==> config.mk <==
export PLATFORM = sky130hd
export DESIGN_NAME = ex_div
export DESIGN_NICKNAME = d
export VERILOG_FILES = /design/src/rtl/ex_div.sv
export SDC_FILE = /design/constraint.sdc
export NUM_CORES = 1
export LEC_CHECK = 0
export CAP_MARGIN = 20
export CORE_MARGIN = 2
export CORE_UTILIZATION = 25
export DETAILED_ROUTE_END_ITERATION = 12
export DONT_BUFFER_PORTS = 1
export SYNTH_ARGS = -nofsm -noshare
export SYNTH_HDL_FRONTEND = slang
export SYNTH_SLANG_ARGS = --single-unit
export TNS_END_PERCENT = 50
==> constraint.sdc <==
create_clock -name clk -period 5.67 [get_ports clk]
set_input_delay 1.701 -clock clk [delete_from_list [all_inputs] [get_ports clk]]
set_output_delay 1.701 -clock clk [all_outputs]
set_load 0.01 [all_outputs]
==> src/rtl/ex_div.sv <==
`default_nettype none
// ============================================================================
//  Module   : ex_div
//  Brief    : Multi-cycle RV32M divider (DIV/DIVU/REM/REMU) for the EX stage.
//             Radix-2 restoring division, one quotient bit per cycle. Holds
//             the pipeline through stallreq_o while iterating; trap entry
//             (enter_i) cancels any operation in flight.
//  Revision : 1.0  initial release
// ============================================================================
module ex_div #(
    parameter int XLEN = 32
) (
    input  logic            clk,
    input  logic            rst_n,
    input  logic            start_i,
    input  logic [1:0]      op_i,
    input  logic [XLEN-1:0] dividend_i,
    input  logic [XLEN-1:0] divisor_i,
    input  logic            enter_i,
    output logic            stallreq_o,
    output logic [XLEN-1:0] result_o,
    output logic            valid_o
);

    localparam int CW = (XLEN > 1) ? $clog2(XLEN) : 1;

    localparam logic [CW-1:0]   C_CNT_ONE  = CW'(1);
    localparam logic [CW-1:0]   C_CNT_LAST = CW'(XLEN - 1);
    localparam logic [XLEN-1:0] C_SMIN     = {1'b1, {(XLEN-1){1'b0}}};
    localparam logic [XLEN-1:0] C_ONES     = {XLEN{1'b1}};

    typedef enum logic [1:0] {
        S_IDLE = 2'd0,
        S_BUSY = 2'd1,
        S_DONE = 2'd2
    } state_t;

    state_t            state_q,   state_d;
    logic [CW-1:0]     cnt_q,     cnt_d;
    logic [XLEN-1:0]   rem_q,     rem_d;      // partial remainder (always < divisor)
    logic [XLEN-1:0]   quo_q,     quo_d;      // dividend shifting out / quotient shifting in
    logic [XLEN-1:0]   div_q,     div_d;      // |divisor|
    logic              op_rem_q,  op_rem_d;   // 1: REM/REMU, 0: DIV/DIVU
    logic              neg_quo_q, neg_quo_d;  // quotient needs negation at the end
    logic              neg_rem_q, neg_rem_d;  // remainder needs negation at the end
    logic [XLEN-1:0]   result_q,  result_d;

    // ------------------------------------------------------------------
    // Operand decode for a newly accepted operation
    // ------------------------------------------------------------------
    logic              w_signed;
    logic              w_a_neg;
    logic              w_b_neg;
    logic [XLEN-1:0]   w_a_abs;
    logic [XLEN-1:0]   w_b_abs;
    logic              w_div_zero;
    logic              w_ovf;
    logic              w_special;
    logic [XLEN-1:0]   w_special_res;

    assign w_signed   = ~op_i[0];
    assign w_a_neg    = w_signed & dividend_i[XLEN-1];
    assign w_b_neg    = w_signed & divisor_i[XLEN-1];
    assign w_a_abs    = w_a_neg ? -dividend_i : dividend_i;
    assign w_b_abs    = w_b_neg ? -divisor_i  : divisor_i;
    assign w_div_zero = (divisor_i == '0);
    assign w_ovf      = w_signed & (dividend_i == C_SMIN) & (divisor_i == C_ONES);
    assign w_special  = w_div_zero | w_ovf;

    // Divide-by-zero: quotient all ones, remainder is the dividend.
    // Signed overflow: quotient is the dividend (most negative), remainder 0.
    assign w_special_res = op_i[1] ? (w_div_zero ? dividend_i : '0)
                                   : (w_div_zero ? C_ONES     : dividend_i);

    // ------------------------------------------------------------------
    // One restoring iteration on the (XLEN+1)-bit shifted remainder
    // ------------------------------------------------------------------
    logic [XLEN:0]     w_shift;
    logic              w_ge;
    logic [XLEN-1:0]   w_sub;
    logic [XLEN-1:0]   w_rem_step;
    logic [XLEN-1:0]   w_quo_step;
    logic [XLEN-1:0]   w_fix_quo;
    logic [XLEN-1:0]   w_fix_rem;

    assign w_shift    = {rem_q, quo_q[XLEN-1]};
    assign w_ge       = (w_shift >= {1'b0, div_q});
    // Subtraction only taken when w_shift >= div_q, so the result fits XLEN bits.
    assign w_sub      = w_shift[XLEN-1:0] - div_q;
    assign w_rem_step = w_ge ? w_sub : w_shift[XLEN-1:0];
    assign w_quo_step = {quo_q[XLEN-2:0], w_ge};
    assign w_fix_quo  = neg_quo_q ? -w_quo_step : w_quo_step;
    assign w_fix_rem  = neg_rem_q ? -w_rem_step : w_rem_step;

    // Next-state and datapath update for IDLE/BUSY/DONE, trap entry overrides
    always_comb begin
        state_d   = state_q;
        cnt_d     = cnt_q;
        rem_d     = rem_q;
        quo_d     = quo_q;
        div_d     = div_q;
        op_rem_d  = op_rem_q;
        neg_quo_d = neg_quo_q;
        neg_rem_d = neg_rem_q;
        result_d  = '0;

        case (state_q)
            S_IDLE: begin
                if (start_i) begin
                    op_rem_d  = op_i[1];
                    neg_quo_d = w_a_neg ^ w_b_neg;
                    neg_rem_d = w_a_neg;
                    rem_d     = '0;
                    quo_d     = w_a_abs;
                    div_d     = w_b_abs;
                    cnt_d     = '0;
                    if (w_special) begin
                        state_d  = S_DONE;
                        result_d = w_special_res;
                    end else begin
                        state_d  = S_BUSY;
                    end
                end
            end
            S_BUSY: begin
                rem_d = w_rem_step;
                quo_d = w_quo_step;
                cnt_d = cnt_q + C_CNT_ONE;
                if (cnt_q == C_CNT_LAST) begin
                    state_d  = S_DONE;
                    result_d = op_rem_q ? w_fix_rem : w_fix_quo;
                end
            end
            S_DONE: begin
                // start_i here belongs to the instruction being released
                state_d = S_IDLE;
            end
            default: begin
                state_d = S_IDLE;
            end
        endcase

        if (enter_i) begin
            state_d  = S_IDLE;
            result_d = '0;
        end
    end

    // State and datapath registers
    always_ff @(posedge clk or negedge rst_n) begin
        if (!rst_n) begin
            state_q   <= S_IDLE;
            cnt_q     <= '0;
            rem_q     <= '0;
            quo_q     <= '0;
            div_q     <= '0;
            op_rem_q  <= 1'b0;
            neg_quo_q <= 1'b0;
            neg_rem_q <= 1'b0;
            result_q  <= '0;
        end else begin
            state_q   <= state_d;
            cnt_q     <= cnt_d;
            rem_q     <= rem_d;
            quo_q     <= quo_d;
            div_q     <= div_d;
            op_rem_q  <= op_rem_d;
            neg_quo_q <= neg_quo_d;
            neg_rem_q <= neg_rem_d;
            result_q  <= result_d;
        end
    end

    // Stall is low in DONE so the pipeline advances on the valid cycle
    assign stallreq_o = (((state_q == S_IDLE) & start_i) | (state_q == S_BUSY)) & ~enter_i;
    assign valid_o    = (state_q == S_DONE);
    assign result_o   = result_q;

endmodule
`default_nettype wire
* Yosys cells after proc, flatten, opt, wreduce, memory -nomap -nowiden
Cells that the tools add are included.
** Word-level totals
- Bits in registers :: 138
- Output and inout bits :: 34
- Word-level logic and storage cells :: 66
- Input port bits :: 70
** Cells by class
- Eq/ne operators :: 8
- Add/sub/neg operators :: 6
- Order comparisons :: 1
- Multiplexer cells :: 25
- Bitwise operators :: 11
- Reduce and logical (&&, ||, !) cells :: 6
** Operators by type and width (number)
- $mux W32 :: 15
- $pmux W32 S2 :: 3
- $neg A32 Y32 :: 4
- $eq A32 B32 Y1 const B :: 2
- $ge A33 B32 Y1 :: 1
- $logic_not A32 Y1 :: 1
- $sub A32 B32 Y32 :: 1
- $pmux W5 S2 :: 1
- $mux W2 :: 4
- $and A1 B1 Y1 :: 6
- $ne A3 B3 Y1 const B :: 2
- $reduce_and A2 Y1 :: 3
- $add A5 B1 Y5 const B :: 1
- $eq A5 B5 Y1 const B :: 1
- $mux W5 :: 1
- $pmux W2 S2 :: 1
- $eq A2 B1 Y1 const B :: 1
- $eq A2 B2 Y1 const B :: 1
- $logic_not A2 Y1 :: 1
- $ne A2 B2 Y1 const B :: 1
- $not A1 Y1 :: 2
- $or A1 B1 Y1 :: 2
- $reduce_bool A2 Y1 :: 1
- $xor A1 B1 Y1 :: 1

* Longest topological paths before layout
- Depth in word-level cells :: 8
- Mapped depth :: 24
- Depth with buffers taken out :: 20

* Least setup slack after synthesis
Ideal clock, no wire load.
- Path type :: register to register
- From :: register rem_q[17]
- To :: register result_q[28] (netlist: result_o[28])
- Cell stages (with the launch flop) :: 23
- Library setup time :: 0.128 ns
- Required time :: 5.542 ns
- Period minus slack after synthesis :: 5.129 ns
- Path buffers :: 4
- Setup slack :: 0.541 ns
- Arrival time :: 5.001 ns
- Cell sequence :: dfrtp_1 ha_1 buf_6 a21o_1 a31o_1 a221o_1 a31oi_4 a31oi_4 inv_2 buf_2 buf_1 mux2i_1 ha_1 inv_1 or3_1 nor2_1 mux2i_1 nand2b_1 or3_1 buf_6 or3_1 o31ai_1 o21ai_1
** Between the ends
- Longest elaborated chain between the ends :: 8
- Elaborated cells on any way between the ends :: 11
- Classes of those cells :: 3 x add/sub; 1 x order compare; 7 x mux
** RTL lines
- start: declaration :: line 40 : logic [XLEN-1:0] rem_q, rem_d;
- start signal: assignment :: line 164 : rem_q <= rem_d;
- $sub A32 B32 Y32 / $ge A33 B32 Y1 (equally long branches) :: line 89, 87
- $mux W32 :: line 90 : assign w_rem_step = w_ge ? w_sub : w_shift[XLEN-1:0];
- $neg A32 Y32 :: line 93 : assign w_fix_rem = neg_rem_q ? -w_rem_step : w_rem_step;
- $mux W32 :: line 93
- $mux W32 * :: line 131 : result_d = op_rem_q ? w_fix_rem : w_fix_quo;
- $mux W32 * :: line 129 : if (cnt_q == C_CNT_LAST) begin
- $pmux W32 S2 * :: line 107 : case (state_q)
- $mux W32 * :: line 143 : if (enter_i) begin
- net result_d[28] :: line 46 : logic [XLEN-1:0] result_q, result_d;
- end signal: assignment :: line 170 : result_q <= result_d;
- end: declaration :: line 46
The timed path passes the listed nets; every way through them passes the cells marked *.
A chain may end at the register's enable or synchronous reset.

* Final worst setup path
Ends and elaborated chain as after synthesis.

==> summary.md <==
| Metric | Value |
|---|---|
| ANT cells | `0` |
| Clk Latency, worst-skew pair | `0.44 ns` |
| Worst-Margin Slew | `roughly 1.1 ns` |
| Minimum clock period | `about 5.1 ns` |
| Cell taking the most area after synthesis | `dfrtp_1` |
| Crit Path Category | `flip-flop to flip-flop` |
| WHS Path Cells | `2` |
| Post-CTS Setup Bufs | `0` |
| H-tree lvl count | `4` |
| Multiplexer share of the synthesized area | `0.0287` |
| Setup tns final | `0 ns` |
| Nets | `1459` |
| CTS tree | `yes` |
| Hold Crit Start | `div_q[14]` |
| Critical Path RT | `roughly 6.0 ns` |
| Max clock buf depth | `2` |
| GR Overflow Total | `0` |
| Cell Chain, Critical Path | `ha_1 -> a21o_1 -> a31o_1 -> a221o_1 -> a31oi_4 -> a31oi_4 -> inv_2 -> mux2i_1 -> ha_1 -> inv_1 -> or3_1 -> nor2_1 -> mux2i_1 -> nand2b_1 -> or3_1 -> or3_1 -> o31ai_1 -> o21ai_1` |
| Vias in the first global route | `roughly 10000` |
| Sequential area share after synthesis | `0.313` |
| Iter 0 DRT Violations | `roughly 970` |
| First-pass GRT wire length | `approximately 60 mm` |
| Run status | `finished clean` |
| Initial antenna violation count | `0` |
| Hold_buf cts | `0` |
| Slowest stage delay, CP | `~0.50 ns` |
| CP max-delay cell | `or3_1` |
| Largest family of logic cells by synthesized area | `compound AO/OA/AOI/OAI gates` |
| Dpl hpwl | `between 20 and 30 mm` |
| Num Clock Sinks | `about 140` |
| Post-route DRC | `0` |
| Buf/Inv on CP | `2` |
| Area growth syn-to-layout | `10.1%` |
| Most frequent cells in the layout | `o21ai_0, nand2_1, dfrtp_1` |
| Pre-antenna DRT Iters | `7` |
| Main flop type after synthesis | `dfrtp_1` |
| EDFF count, synth | `0` |
| Number of CTS-inserted buffers | `17` |
| Asr flop ratio synth | `1.00` |
| Yosys warning count | `0` |
| XOR/XNOR Fraction of Synth Area | `0.107` |
| Initial Utilization | `0.251` |
| Placer Congestion | `0.928` |
| Via Count | `10500` |
| Synth area leaders | `dfrtp_1, o21ai_0, xnor2_1` |
| PwrDens | `about 280 mW/mm2` |
| Hold Path Sink | `div_q[14]` |
| Syn_area_per_cell | `7.95 um2` |
| Drt total wl | `roughly 38 mm` |
| R2r endpoint | `result_o[28]` |
| Mapped Area | `0.0110 mm2` |
| Reg clk slew, reported paths | `approximately 0.060 ns` |
| All-Layer GR Usage | `0.165` |
| # IOs | `between 100 and 150` |
| Worst IR Drop VDD | `slightly below 0.2 mV` |
| Root buffer cell | `clkbuf_16` |
| Rel. slew slack | `0.287` |
| Cells after Synth | `roughly 1400` |
| Critical path origin | `rem_q[17]` |
| Largest net degree at the start of global routing | `between 100 and 150` |
| Die area | `~0.046 mm2` |
| Period utilization | `0.906` |
| Final hold violation count | `0` |
| Antenna viol nets, final | `0` |
| Max Fclk | `roughly 190 MHz` |
| Vias per cell | `5.37` |
| Cell repeated most along the worst path | `or3_1` |
| Synth Register Bits | `around 140` |
| Lkg Pwr | `4.87 nW` |
| Share of the synthesized area in the top cell type | `0.313` |
| R2R depth | `18` |
| Simple-gate area share of the yosys netlist | `0.199` |
| Final count of negative-setup-slack endpoints | `0` |
| Fin. max-slew vios | `0` |
| Worst EP arrival | `~5.5 ns` |
| Critical Path End Type | `flip-flop` |
| Die Wd | `214 um` |
| Mapped Nets | `1500` |
| Share of cells above drive strength 1 | `0.0500` |
| Max-cap violations | `0` |
| Setup Skew | `0.00883 ns` |
| Commonest non-fill, non-tap cell in the layout | `o21ai_0` |
| Critical path peak fanout | `9` |
| Distinct cells, synth | `70` |
| Final Core Density | `0.277` |
| Die Ht | `about 210 um` |
| Crit-path leading delay family | `simple AND/OR/NAND/NOR gates` |
| DR WL/cell | `about 19 um` |
| CP Launch Type | `flip-flop` |
| FF-to-FF setup slack | `0.53 ns` |
| # rows | `a little under 80` |
| Area share of fa/ha/maj cells after synthesis | `0.0460` |
| Worst R2R Start | `rem_q[17]` |
| Unrepaired setup endpoints after global routing | `no` |
| Post_cts resized | `0` |
| Hold WC Path Type | `flip-flop to flip-flop` |
| Core footprint | `roughly 0.044 mm2` |
| Post-synthesis compound-gate area fraction | `0.255` |
| Port-buffer cells | `0` |
## metal layers
layer | routed length [um] | track usage | vias up
li1 | - | - | 4968
met1 | 17300 | 0.220 | 5135
met2 | 17900 | 0.268 | 337
met3 | 1960 | 0.0292 | 56
met4 | 977 | 0.0558 | 0
met5 | 0 | 0 | -
## sequential cells by signal, indices dropped and copies added, names as in the netlist
signal	cells
cnt_q	5
div_q	32
neg_quo_q	1
neg_rem_q	1
op_rem_q	1
quo_q	32
rem_q	32
result_o	32
state_q	2
## area by class of cell
type | instances | area (um2)
Fill cell | 4826 | 31800
Multi-Input combinational cell | 1112 | 7040
Sequential cell | 138 | 3450
Tap cell | 592 | 741
Clock buffer | 26 | 509
Inverter | 64 | 240
Timing Repair Buffer | 16 | 120
Clock inverter | 5 | 58.8
## Yosys cell counts, drive strengths merged (16+ instances only)
library cell / count
o21ai: 183
nand2: 139
dfrtp: 138
nor2: 93
a21oi: 91
xnor2: 89
inv: 63
clkbuf: 55
nand3: 51
xor2: 46
ha: 39
a22oi: 34
nor3: 29
o31ai: 29
mux2i: 28
or3: 26
nand4: 22
buf: 21
nor4: 21
a21o: 16
nand2b: 16
or4: 16
## worst max-delay path by stage
stage,slack (ns),to,depth (start not counted)
floorplan,0.54,result_o[28],22
global placement,0.48,result_o[18],11
detailed placement,0.51,result_o[18],11
CTS,0.55,result_o[28],18
global route,0.16,result_o[28],18
finish,0.53,result_o[28],18
## report_power, final
| group | switching [mW] | internal, mW |
|---|---|---|
| Sequential | 0.157 | 1.10 |
| Combinational | 0.647 | 0.394 |
| Clock | 0.449 | 0.660 |
## cell families (layout without fill, tap and decap cells)
| logic type | count (synthesis) | count (layout) |
|---|---|---|
| flops | 138 | 138 |
| mux | 29 | 29 |
| buf+inv | 140 | 111 |
| xor+xnor | 135 | 135 |
| simple gates | 453 | 453 |
| fa+ha+maj | 40 | 40 |
| compound gates | 455 | 455 |
## stage by stage
step           cell area, um2  hold WS [ns]  setup WS [ns]  total power [mW]  cells
2_1_floorplan           11000         0.449          0.541              2.03   1390
3_5_place_dp            11600         0.471          0.505              2.30   1922
4_1_cts                 12200         0.485          0.550              3.41   1953
6_report                12200         0.481          0.535              3.41   1953
5_1_grt                 12200         0.497          0.163              3.62   1953
3_3_place_gp            11600         0.461          0.484              2.28   1922
## worst register-to-register path: stages (launching register included)
cell and delay (ns):
dfrtp_1 0.42, ha_1 0.43, a21o_1 0.24, a31o_1 0.23, a221o_1 0.41, a31oi_4 0.28
a31oi_4 0.13, inv_2 0.16, mux2i_1 0.31, ha_1 0.22, inv_1 0.08, or3_1 0.39
nor2_1 0.10, mux2i_1 0.11, nand2b_1 0.25, or3_1 0.50, or3_1 0.41, o31ai_1 0.24
o21ai_1 0.09
Power figures use the tool's default switching activity.
